===== config.mk =====
export PLATFORM = sky130hd
export DESIGN_NAME = p_shfrot_mc_flat
export DESIGN_NICKNAME = d
export VERILOG_FILES = /design/src/rtl/p_shfrot_mc_if.sv /design/src/rtl/p_shfrot_mc.sv /design/src/flat_wrapper.sv
export SDC_FILE = /design/constraint.sdc
export NUM_CORES = 1
export LEC_CHECK = 0
export CORE_MARGIN = 1
export CORE_UTILIZATION = 47
export DETAILED_ROUTE_END_ITERATION = 10
export HOLD_SLACK_MARGIN = 0.08
export PLACE_DENSITY = 0.89
export SLEW_MARGIN = 20
export SYNTH_ARGS = -nofsm -noshare
export SYNTH_HDL_FRONTEND = slang
export SYNTH_SLANG_ARGS = --single-unit

===== constraint.sdc =====
create_clock -name clock -period 2.2 [get_ports clock]
set_clock_uncertainty 0.1 [all_clocks]
set_input_delay 0.55 -clock clock [delete_from_list [all_inputs] [get_ports clock]]
set_output_delay 0.55 -clock clock [all_outputs]
set_load 0.005 [all_outputs]

===== src/rtl/p_shfrot_mc_if.sv =====
// Request/response bundle for the multi-cycle packed shift/rotate unit.
// The issue pipeline is the master; the shifter is the slave.
interface p_shfrot_mc_if;
  logic        valid;
  logic        kill;
  logic [31:0] crs1;
  logic [4:0]  shamt;
  logic [4:0]  pw;
  logic        shift;
  logic        rotate;
  logic        left;
  logic        right;
  logic        ready;
  logic        done;
  logic [31:0] result;

  modport master (
    output valid, kill, crs1, shamt, pw, shift, rotate, left, right,
    input  ready, done, result
  );

  modport slave (
    input  valid, kill, crs1, shamt, pw, shift, rotate, left, right,
    output ready, done, result
  );
endinterface


===== src/rtl/p_shfrot_mc.sv =====
// Multi-cycle packed shift/rotate: every lane moves one bit per cycle,
// so a k-position operation takes k RUN cycles followed by one DONE cycle.
module p_shfrot_mc (
  input  logic            clock,
  input  logic            reset,
  p_shfrot_mc_if.slave    bus
);

  typedef enum logic [1:0] {
    ST_IDLE = 2'd0,
    ST_RUN  = 2'd1,
    ST_DONE = 2'd2
  } state_e;

  localparam logic [4:0] PW_32 = 5'b00001;
  localparam logic [4:0] PW_16 = 5'b00010;
  localparam logic [4:0] PW_8  = 5'b00100;
  localparam logic [4:0] PW_4  = 5'b01000;
  localparam logic [4:0] PW_2  = 5'b10000;

  state_e      state_q;
  logic [31:0] data_q;
  logic [5:0]  cnt_q;
  logic [4:0]  pw_q;
  logic        rot_q;
  logic        left_q;
  logic        ready_q;
  logic        done_q;

  logic        op_ok;
  logic        pw_ok;
  logic        rot_sel;
  logic [5:0]  lane_w;
  logic [5:0]  k_d;
  logic [31:0] step_d;

  // One-bit move of every lane of width w; nothing crosses a lane boundary.
  function automatic logic [31:0] lane_step(input logic [31:0] d, input int w,
                                            input logic rot, input logic lft);
    logic [31:0] r;
    r = '0;
    for (int b = 0; b < 32; b += w) begin
      for (int j = 0; j < w; j++) begin
        if (lft) begin
          if (j == 0) r[b] = rot & d[b + w - 1];
          else        r[b + j] = d[b + j - 1];
        end else begin
          if (j == w - 1) r[b + j] = rot & d[b];
          else            r[b + j] = d[b + j + 1];
        end
      end
    end
    return r;
  endfunction

  // Request decode: shift wins over rotate, left wins over right.
  always_comb begin
    // NOTE: every signal written here gets a default first, so no latch can be inferred.
    op_ok   = (bus.shift | bus.rotate) & (bus.left | bus.right);
    pw_ok   = $onehot(bus.pw);
    rot_sel = ~bus.shift & bus.rotate;
    lane_w  = 6'd0;
    k_d     = 6'd0;
    unique case (bus.pw)
      PW_32:   lane_w = 6'd32;
      PW_16:   lane_w = 6'd16;
      PW_8:    lane_w = 6'd8;
      PW_4:    lane_w = 6'd4;
      PW_2:    lane_w = 6'd2;
      default: lane_w = 6'd0;
    endcase
    if (op_ok && pw_ok) begin
      if (rot_sel) k_d = {1'b0, bus.shamt} & (lane_w - 6'd1);
      else         k_d = ({1'b0, bus.shamt} >= lane_w) ? lane_w : {1'b0, bus.shamt};
    end
  end

  always_comb begin
    step_d = data_q;
    unique case (pw_q)
      PW_32:   step_d = lane_step(data_q, 32, rot_q, left_q);
      PW_16:   step_d = lane_step(data_q, 16, rot_q, left_q);
      PW_8:    step_d = lane_step(data_q, 8,  rot_q, left_q);
      PW_4:    step_d = lane_step(data_q, 4,  rot_q, left_q);
      PW_2:    step_d = lane_step(data_q, 2,  rot_q, left_q);
      default: step_d = data_q;
    endcase
  end

  // ready/done are registered alongside the state so they never glitch.
  always_ff @(posedge clock or negedge reset) begin
    if (!reset) begin
      // NOTE: state and datapath registers are all cleared here; the result must read 0 out of reset.
      state_q <= ST_IDLE;
      data_q  <= '0;
      cnt_q   <= '0;
      pw_q    <= PW_32;
      rot_q   <= 1'b0;
      left_q  <= 1'b0;
      ready_q <= 1'b1;
      done_q  <= 1'b0;
    end else if (bus.kill) begin
      // NOTE: non-blocking assignments throughout, so every register sees pre-edge values.
      state_q <= ST_IDLE;
      cnt_q   <= '0;
      ready_q <= 1'b1;
      done_q  <= 1'b0;
    end else begin
      unique case (state_q)
        ST_IDLE: begin
          if (bus.valid) begin
            data_q  <= (op_ok && pw_ok) ? bus.crs1 : 32'd0;
            pw_q    <= bus.pw;
            rot_q   <= rot_sel;
            left_q  <= bus.left;
            cnt_q   <= k_d;
            ready_q <= 1'b0;
            if (k_d == 6'd0) begin
              state_q <= ST_DONE;
              done_q  <= 1'b1;
            end else begin
              state_q <= ST_RUN;
            end
          end
        end
        ST_RUN: begin
          data_q <= step_d;
          cnt_q  <= cnt_q - 6'd1;
          if (cnt_q == 6'd1) begin
            state_q <= ST_DONE;
            done_q  <= 1'b1;
          end
        end
        ST_DONE: begin
          state_q <= ST_IDLE;
          ready_q <= 1'b1;
          done_q  <= 1'b0;
        end
        default: begin
          state_q <= ST_IDLE;
          ready_q <= 1'b1;
          done_q  <= 1'b0;
        end
      endcase
    end
  end

  assign bus.ready  = ready_q;
  assign bus.done   = done_q;
  assign bus.result = data_q;

endmodule


===== src/flat_wrapper.sv =====
// flat-port wrapper written by rule: the top's interface ports become plain ports
module p_shfrot_mc_flat 
  (clock, reset, bus_valid, bus_kill, bus_crs1, bus_shamt, bus_pw, bus_shift, bus_rotate, bus_left, bus_right, bus_ready, bus_done, bus_result);
  p_shfrot_mc_if bus_i ();
  input  logic clock;
  input  logic reset;
  input wire logic [$bits(bus_i.valid)-1:0] bus_valid;
  input wire logic [$bits(bus_i.kill)-1:0] bus_kill;
  input wire logic [$bits(bus_i.crs1)-1:0] bus_crs1;
  input wire logic [$bits(bus_i.shamt)-1:0] bus_shamt;
  input wire logic [$bits(bus_i.pw)-1:0] bus_pw;
  input wire logic [$bits(bus_i.shift)-1:0] bus_shift;
  input wire logic [$bits(bus_i.rotate)-1:0] bus_rotate;
  input wire logic [$bits(bus_i.left)-1:0] bus_left;
  input wire logic [$bits(bus_i.right)-1:0] bus_right;
  output wire logic [$bits(bus_i.ready)-1:0] bus_ready;
  output wire logic [$bits(bus_i.done)-1:0] bus_done;
  output wire logic [$bits(bus_i.result)-1:0] bus_result;
  assign bus_i.valid = bus_valid;
  assign bus_i.kill = bus_kill;
  assign bus_i.crs1 = bus_crs1;
  assign bus_i.shamt = bus_shamt;
  assign bus_i.pw = bus_pw;
  assign bus_i.shift = bus_shift;
  assign bus_i.rotate = bus_rotate;
  assign bus_i.left = bus_left;
  assign bus_i.right = bus_right;
  assign bus_ready = bus_i.ready;
  assign bus_done = bus_i.done;
  assign bus_result = bus_i.result;
  p_shfrot_mc u_core (.clock(clock), .reset(reset), .bus(bus_i));
endmodule

==> flow_summary.yaml <==
status:
  status: "finished, violations left"
  violations: "setup timing"
clock_network:
  cts.sinks: 49
  numCtsBuffers: 5
  cts_hold_buf: 0
  worst_skew_pair.late_latency_ns: 0.31
  cts-root-buf: "clkbuf_8"
  clkTransAtPathRegs_ns: 0.10
  ctsLongestPathBuffers: 2
  htree_levels: 2
  cts_tree: "yes"
yosys:
  synthTopCellsByArea: "dfrtp_1 (31%), a21oi_1 (8.6%), nor2_1 (5.9%)"
  syn_area_per_cell_um2: 8.16
  synth_top_cell_area_share_pct: 31.3
  yosysMostFrequentCell: "a21oi_1"
  synth_fp_nets: 529
  synthesis.instances: 461
  syn-cell-area_mm2: 0.00376
  synthFlopType: "dfrtp_1"
  yosys.cell_types.count: 60
  seq_area_frac_synth_pct: 32.7
  synth_async_sr_flop_share_pct: 100
  ys_warn_count: 0
  ys_seq_elements: 49
  synth_common_cells: "a21oi_1 (65), nor2_1 (59), dfrtp_1 (47)"
  synth_top_area_cell: "dfrtp_1"
  synth-edff-count: 0
power_and_ir_drop:
  p_sw_share_pct: 43.4
  clockPowerShare_pct: 10.5
  p_comb_share_pct: 55.6
  p_int_mw: 3.10
  cellPowerDensity_mw_per_mm2: 959
  sequentialPowerShare_pct: 33.9
  p_sw_mw: 2.37
  leakage_nw: 2.29
  ir_drop_v: 0.000680
setup_path:
  crit_path_max_fanout: 11
  cp_common_cell: "buf_12"
  cp-start-kind: "input port"
  slowest_delay_ns: 0.44
  path_class: "in -> reg"
  worstPathArrival_ns: 2.72
  crit_chain: "buf_12 > inv_12 > ha_4 > fa_2 > inv_2 > fa_1 > nand4_1 > buf_4 > nor2_4 > buf_12 > clkbuf_16 > a22oi_2 > a21oi_1"
  end_kind: "flip-flop"
  crit_path_top_delay_cell: "fa_1"
  critPathRequiredTime_ns: 2.30
detailed_routing:
  wl_per_cell_um: 20.4
  via_per_inst: 6.58
  routed_wl_um: 14300
  drtIter0Drc: 624
  first_pass_iters: 5
  vias: 4610
  ant_nets: 0
  drc: 0
floorplanning:
  start_util_pct: 48.7
  fp.dieW_um: 91.5
  dieArea_mm2: 0.00836
  io_pins: 84
  core_area_mm2: 0.00773
  die_h_um: 91.5
  placementRows: 32
place:
  dpl_worst_slack_ns: -1.19
  port-buffer-count: 83
  dp_hpwl_um: 9190
  place_congestion: 0.943
finish:
  seqCellArea_mm2: 0.00123
  multiInputGateArea_mm2: 0.00264
  diodes: 0
  nets: 666
  fillers: 520
  layout-drive-gt1-share_pct: 26.2
  area_growth_pct: 51.6
sta:
  timing.final.crit_share_pct: 119
  finalHoldViolCount: 0
  setup_viol: 40
  min_period_ns: 2.62
  layout_setup_ws_ns: -0.416
  max_freq_mhz: 382
  rsz0062_at_grt: "true"
  setup_tns_ns: -14.07
  relSlewSlack_pct: 34.4
  slew_violations: 0
  hold_slack_ns: 0.0988
  worstMarginPinSlew_ns: 0.981
grt:
  grtUsageTotal_pct: 30.2
  grt_max_degree: 36
  antenna_found_initial: 0
  grt_pass1_wl_um: 20300
  grt_pass1_vias: 4177
  grt_overflow_total: 0
flow_run:
  drv_cap: 0
worst_hold_path:
  hp-class: "in -> async"
## layout by cell type, fill, tap and decap left out, types with 13 or more instances in the layout
| cell type | count |
|---|---|
| nand2_1 | 22 |
| clkdlybuf4s50_1 | 76 |
| a22oi_2 | 15 |
| a21oi_1 | 55 |
| nor2_1 | 56 |
| a22o_1 | 18 |
| inv_1 | 13 |
| o21ai_0 | 28 |
| buf_4 | 66 |
| dfrtp_1 | 47 |
## repair_timing
| item | in CTS | in global routing |
|---|---|---|
| resized for setup | 38 | 52 |
| cloned | 0 | 2 |
| setup buffers | 8 | 3 |
| endpoints found under the setup margin | 40 | 40 |
| pin swaps | 19 | 38 |
## area by class of cell
| class | count | share of cell area (%) |
|---|---|---|
| repair buffers | 159 | 26.6 |
| clock inverters | 1 | 0.132 |
| flip-flops and latches | 49 | 21.6 |
| multi-input cells | 364 | 46.2 |
| inverters | 19 | 1.78 |
| clock buffers | 7 | 1.51 |
| well taps | 102 | 2.24 |
## routing by layer
layer	vias up	GRT usage (%)	part of all wire, %
li1	1990	-	-
met1	2150	40.4	38
met2	384	49.1	48
met3	86	5.03	9.3
met4	0	10.8	4.4
met5	-	0	0
## power groups by stage
stage / Clock, mW / Sequential, mW / Combinational, mW
floorplan: 0 / 1.67 / 1.45
global placement: 0 / 1.81 / 2.61
detailed placement: 0 / 1.82 / 2.70
CTS: 0.571 / 1.81 / 2.76
global route: 0.616 / 1.89 / 3.23
finish: 0.573 / 1.85 / 3.04
## registers in the layout, indices dropped and copies added, names as in the netlist
register / count
u_core.bus.done: 1
u_core.bus.ready: 1
u_core.bus.result: 32
u_core.cnt_q: 6
u_core.left_q: 1
u_core.pw_q: 5
u_core.rot_q: 1
u_core.state_q: 2
## worst max-delay path: cells and delay by family
kind                       cells  cell delay, ns
AOI/OAI and AO/OA              2            0.27
adders and majority gates      3            1.06
and+or+nand+nor                2            0.16
buffers and inverters          6            0.66
## cell families (layout without fill, tap and decap cells)
logic type / count (synthesis) / after routing / share of synthesized area, %
AND/OR/NAND/NOR: 134 / 134 / 17.2
adder cells (fa/ha/maj): 18 / 18 / 6.39
flip-flops: 49 / 49 / 32.7
buffers and inverters: 48 / 186 / 5.89
XOR/XNOR: 4 / 4 / 0.932
AO/OA/AOI/OAI: 203 / 203 / 35.4
multiplexers: 5 / 5 / 1.46
## through the flow
stage	cells	total power, mW	util, %	area [µm²]
after floorplan	461	3.12	-	3830
after global placement	682	4.42	67.3	5200
after detailed placement	682	4.52	67.3	5200
after CTS	698	5.13	70.1	5420
after global routing	701	5.74	73.8	5700
final	701	5.47	73.8	5700
## path summary, 6_finish.rpt
path	depth (start not counted)	slack [ns]	endpoint	startpoint
max	13	-0.42	u_core.bus.result[13]$_DFFE_PN0P_	bus_pw[1]
min	1	0.1	u_core.bus.result[10]$_DFFE_PN0P_	reset
max reg2reg	7	-0.26	u_core.bus.result[4]$_DFFE_PN0P_	u_core.pw_q[0]$_DFFE_PN1P_
min reg2reg	1	0.40	u_core.cnt_q[5]$_DFFE_PN0P_	u_core.cnt_q[5]$_DFFE_PN0P_
max in group asynchronous	2	1.27	u_core.bus.ready$_DFFE_PN1P_	reset
min in group clock	1	0.40	u_core.cnt_q[5]$_DFFE_PN0P_	u_core.cnt_q[5]$_DFFE_PN0P_
(Power assumes the default switching activity.)
